### config.mk
export PLATFORM = sky130hd
export DESIGN_NAME = iir_tdf2_seq
export DESIGN_NICKNAME = d
export VERILOG_FILES = /design/src/rtl/iir_tdf2_seq.sv
export SDC_FILE = /design/constraint.sdc
export NUM_CORES = 2
export LEC_CHECK = 0
export BUFFER_PORTS_ARGS = -buffer_cell sky130_fd_sc_hd__buf_2
export CORE_MARGIN = 4
export CORE_UTILIZATION = 36
export CTS_CLUSTER_DIAMETER = 50
export DETAILED_ROUTE_END_ITERATION = 16
export HOLD_SLACK_MARGIN = 0.1
export PLACE_DENSITY_LB_ADDON = 0.12
export SLEW_MARGIN = 40
export SYNTH_ARGS = -nofsm -noshare
export SYNTH_HDL_FRONTEND = slang
export SYNTH_SLANG_ARGS = --single-unit
### constraint.sdc
create_clock -name clk -period 12.9 [get_ports clk]
set_input_delay 0 -clock clk [delete_from_list [all_inputs] [get_ports clk]]
set_output_delay 0 -clock clk [all_outputs]
set_load 0.005 [all_outputs]
### src/rtl/iir_tdf2_seq.sv
// Sequential transposed direct form II IIR filter: one sample per ORDER+2 cycles.
// Define IIR_TDF2_SAT_EN to saturate y to the DATA_W range; otherwise y wraps.
module iir_tdf2_seq #(
  parameter int ORDER  = 5,
  parameter int DATA_W = 16,
  parameter int COEF_W = 18,
  parameter int FRAC   = 15
) (
  input  logic                     clk,
  input  logic                     reset,
  input  logic signed [DATA_W-1:0] x,
  input  logic                     in_valid,
  output logic                     in_ready,
  output logic signed [DATA_W-1:0] y,
  output logic                     out_valid,
  input  logic                     coef_we,
  input  logic [4:0]               coef_addr,
  input  logic signed [COEF_W-1:0] coef_data
);

  localparam int ACC_W  = DATA_W + COEF_W + 4;
  localparam int PROD_W = DATA_W + COEF_W;
  localparam int K_W    = 4;
  localparam logic signed [COEF_W-1:0] COEF_ONE = COEF_W'(1 << FRAC);

  typedef enum logic [1:0] {IDLE, CALC, UPD} state_t;

  state_t                   state_q;
  logic [K_W-1:0]           k_q;
  logic signed [COEF_W-1:0] b_q [0:ORDER];
  logic signed [COEF_W-1:0] a_q [1:ORDER];
  logic signed [ACC_W-1:0]  s_q [1:ORDER];
  logic signed [DATA_W-1:0] x_q;
  logic signed [DATA_W-1:0] yfb_q;
  logic signed [DATA_W-1:0] y_q;
  logic                     out_valid_q;

  logic [K_W-1:0]           k_idx;
  logic signed [COEF_W-1:0] b_sel;
  logic signed [COEF_W-1:0] a_sel;
  logic signed [ACC_W-1:0]  s_sel;
  logic signed [PROD_W-1:0] prod_b;
  logic signed [PROD_W-1:0] prod_a;
  logic signed [ACC_W-1:0]  mac_d;
  logic signed [ACC_W-1:0]  shifted;
  logic signed [DATA_W-1:0] y_d;

  // Shared MAC: step 0 (CALC) forms b0*x + s1, step k forms b_k*x + s_(k+1) - a_k*y.
  always_comb begin
    k_idx = (state_q == CALC) ? '0 : k_q;
    b_sel = '0;
    a_sel = '0;
    s_sel = '0;
    for (int i = 0; i <= ORDER; i++) begin
      if (k_idx == K_W'(i)) b_sel = b_q[i];
    end
    for (int i = 1; i <= ORDER; i++) begin
      if (k_idx == K_W'(i)) a_sel = a_q[i];
    end
    for (int i = 0; i < ORDER; i++) begin
      if (k_idx == K_W'(i)) s_sel = s_q[i+1];
    end
    prod_b  = b_sel * x_q;
    prod_a  = a_sel * yfb_q;
    mac_d   = ACC_W'(prod_b) + s_sel - ACC_W'(prod_a);
    shifted = mac_d >>> FRAC;
  end

`ifdef IIR_TDF2_SAT_EN
  localparam logic signed [ACC_W-1:0] Y_MAX = ACC_W'((2 ** (DATA_W - 1)) - 1);
  localparam logic signed [ACC_W-1:0] Y_MIN = -Y_MAX - ACC_W'(1);

  always_comb begin
    if (shifted > Y_MAX)      y_d = DATA_W'(Y_MAX);
    else if (shifted < Y_MIN) y_d = DATA_W'(Y_MIN);
    else                      y_d = DATA_W'(shifted);
  end
`else
  always_comb begin
    y_d = DATA_W'(shifted);
  end
`endif

  always_ff @(posedge clk) begin
    if (!reset) begin
      state_q     <= IDLE;
      k_q         <= '0;
      x_q         <= '0;
      yfb_q       <= '0;
      y_q         <= '0;
      out_valid_q <= 1'b0;
      for (int i = 0; i <= ORDER; i++) b_q[i] <= (i == 0) ? COEF_ONE : '0;
      for (int i = 1; i <= ORDER; i++) a_q[i] <= '0;
      for (int i = 1; i <= ORDER; i++) s_q[i] <= '0;
    end else begin
      out_valid_q <= 1'b0;
      case (state_q)
        IDLE: begin
          // A coefficient write blocks the handshake; out-of-range indices fall through the loops.
          if (coef_we) begin
            if (!coef_addr[4]) begin
              for (int i = 0; i <= ORDER; i++)
                if (coef_addr[3:0] == 4'(i)) b_q[i] <= coef_data;
            end else begin
              for (int i = 1; i <= ORDER; i++)
                if (coef_addr[3:0] == 4'(i)) a_q[i] <= coef_data;
            end
          end else if (in_valid) begin
            x_q     <= x;
            state_q <= CALC;
          end
        end
        CALC: begin
          yfb_q   <= y_d;
          k_q     <= K_W'(1);
          state_q <= UPD;
        end
        UPD: begin
          for (int i = 1; i <= ORDER; i++)
            if (k_q == K_W'(i)) s_q[i] <= mac_d;
          if (k_q == K_W'(1)) begin
            y_q         <= yfb_q;
            out_valid_q <= 1'b1;
          end
          if (k_q == K_W'(ORDER)) state_q <= IDLE;
          else                    k_q     <= k_q + K_W'(1);
        end
        default: state_q <= IDLE;
      endcase
    end
  end

  assign in_ready  = (state_q == IDLE) && !coef_we;
  assign y         = y_q;
  assign out_valid = out_valid_q;

endmodule

==> results.yml <==
route:
  wl_met2_um: 59300
  via_per_inst: 4.95
  wl_met3_um: 4160
  met1Wirelength_um: 53500
  ant_nets: 0
  vias: 25900
  dr.pass1.iters: 8
  drt-initial-drc-count: 1888
  routedWlPerCell_um: 22.8
  top_layer_used: "met4"
  wirelength_um: 119000
  drc: 0
timing:
  slew_violations: 0
  worst_pin_slew_ns: 0.848
  hold_viol: 0
  tns_ns: 0
  skew_ns: 0.0633
  rsz0062_at_grt: "no"
  relSlewSlack_pct: 43.5
  fin_crit_sh_pct: 81.8
  min_period_ns: 10.56
  clock.fmax_mhz: 94.7
  finalSetupViolCount: 0
floorplanning:
  coreArea_um2: 107000
  dieArea_um2: 113000
  rows: 120
  boundaryPins: 61
  die_y_um: 337
  start_util_pct: 36.3
  dieWidth_um: 337
yosys:
  ys_async_sr_fraction_pct: 0
  yosys_warnings: 0
  postSynthAreaPerCell_um2: 10.6
  synth_ff_type: "edfxtp_1"
  ys_top_cells_by_area: "fa_1 32%, edfxtp_1 27%, and2_1 8.7%"
  yosysSeqAreaShare_pct: 30.1
  synth.most_common_cell: "inv_1"
  synth_top_area_share_pct: 32.0
  syn_area_um2: 38900
  synth.distinct_cells: 65
  postSynthCellCount: 3686
  synth_nets: 4513
  synth_top_cell_by_area: "fa_1"
  synth_edf_count: 353
  synth_commonest_cells: "692 x inv_1, 621 x fa_1, 541 x and2_1"
  ys_ff_latch: 408
cells_and_area:
  drive_gt1_share_pct: 8.34
  fill_cells: 10600
  syn_to_final_growth_pct: 13.3
  nets: 4614
job:
  cap_violations: 0
placement:
  globalplace.congestion: 0.873
  dpl.hpwl_um: 90100
  portBuffers: 60
hold_path:
  hold_class: "primary input to flop"
clocking:
  clock_sink_count: 408
  clock_latency_ns: 0.68
  htree_num_levels: 2
  cts_buffers: 59
  cts_buffer_depth: 3
  cts_tree: "yes"
  cts_root_buf: "clkbuf_16"
  cts_setup_buffers: 0
  cts.repair.resized: 0
  clk_pin_slew_worst_paths_ns: 0.06
worst_setup_path:
  worstSetupStartpointType: "flop"
  path_max_fanout: 27
  cp.arrival_ns: 11.10
  endpoint_kind: "flop"
  required_ns: 13.44
  critPathMaxStageDelay_ns: 0.66
  slowest_stage: "dfxtp_1"
  critPathKind: "flop to flop"
  path_common_cell: "fa_1"
grt:
  grt_pass1_vias: 28500
  antenna_found_initial: 4
  grt_first_pass_wirelength_um: 184000
  grt_max_degree: 44
  grt_util_all_layers_pct: 21.9
  grt-ovfl-total: 0
status:
  status: "completed"
==> area by class of cell <==
class | instances | area, um^2 | share of cell area, %
well taps | 1403 | 1760 | 3.98
repair buffers | 236 | 1830 | 4.15
inverters | 692 | 2600 | 5.90
flip-flops and latches | 408 | 11700 | 26.6
clock buffers | 69 | 1570 | 3.57
diodes | 1 | 2.50 | 0.00568
clock inverters | 43 | 523 | 1.19
multi-input cells | 2390 | 24100 | 54.6
==> critical path: cells and delay by family, from the launching register on <==
family	cells	cell delay (ns)
buffers and inverters	6	1.32
flip-flops	1	0.66
adder cells (fa/ha/maj)	9	4.45
AND/OR/NAND/NOR	6	1.54
AO/OA/AOI/OAI	7	2.41
==> registers in the layout, summed over array words and instances, names as in the netlist <==
signal	cells
b_q	108
k_q	4
x_q	16
out_valid	1
y	16
a_q	90
yfb_q	16
s_q	155
state_q	2
==> path summary, 6_finish.rpt <==
kind / start / end / slack (ns) / cells after the start
worst min register to register: y[9] / y[9] / 0.47 / 1
worst max-delay path: k_q[2] / yfb_q[15] / 2.34 / 28
worst max register to register: k_q[2] / yfb_q[15] / 2.34 / 28
worst min-delay path: coef_we / a_q[0][34] / 0.21 / 4
==> routing by layer <==
| layer | GRT usage (%) | vias up |
|---|---|---|
| li1 | - | 11700 |
| met2 | 37.9 | 528 |
| met4 | 4.39 | 0 |
| met3 | 1.89 | 80 |
| met1 | 30.2 | 13600 |
| met5 | 0 | - |
==> cell families after synthesis <==
group	after synthesis	synth area share [%]
fa+ha+maj	784	37.2
mux	20	0.515
buf+inv	888	8.63
compound gates	302	5.63
flops	408	30.1
xor+xnor	68	1.80
simple gates	1216	16.1
==> metrics by stage <==
stage	instances	area (um^2)	setup slack, ns	hold slack (ns)	util (%)
3_3_place_gp	5046	41000	2.43	0.246	38.3
2_1_floorplan	3686	38900	4.13	0.0422	-
5_1_grt	5241	44100	1.72	0.255	41.1
4_1_cts	5241	44100	2.32	0.137	41.1
3_5_place_dp	5046	41100	2.36	0.242	38.4
6_report	5242	44100	2.34	0.205	41.1
==> repair_timing <==
item,4_1_cts,5_1_grt
endpoints found under the setup margin,0,0
hold endpoints to repair,286,0
hold buffers,83,0
==> cell usage in the layout (no fill, tap or decap), types with 11 or more instances in the layout <==
cell type	netlist	final
a221o_1	16	12
nand2_1	330	328
clkbuf_16	0	59
a21o_1	14	14
fa_1	621	621
xnor2_1	48	48
dfxtp_1	55	44
and2_1	541	540
dfxtp_2	0	11
nand3_1	22	21
ha_1	163	163
mux2i_1	20	20
a22oi_1	47	47
o21ai_0	51	38
buf_4	0	93
inv_1	692	690
edfxtp_1	353	353
a21oi_1	51	50
a222oi_1	48	48
nor2b_1	28	27
a22o_1	16	16
buf_2	13	60
nand2b_1	12	11
nor2_1	209	207
dlygate4sd3_1	0	83
xor2_1	12	12
Power is left out: the tool's default activity adds up to more than one toggle a clock period on the data nets, which glitch-free logic cannot reach.
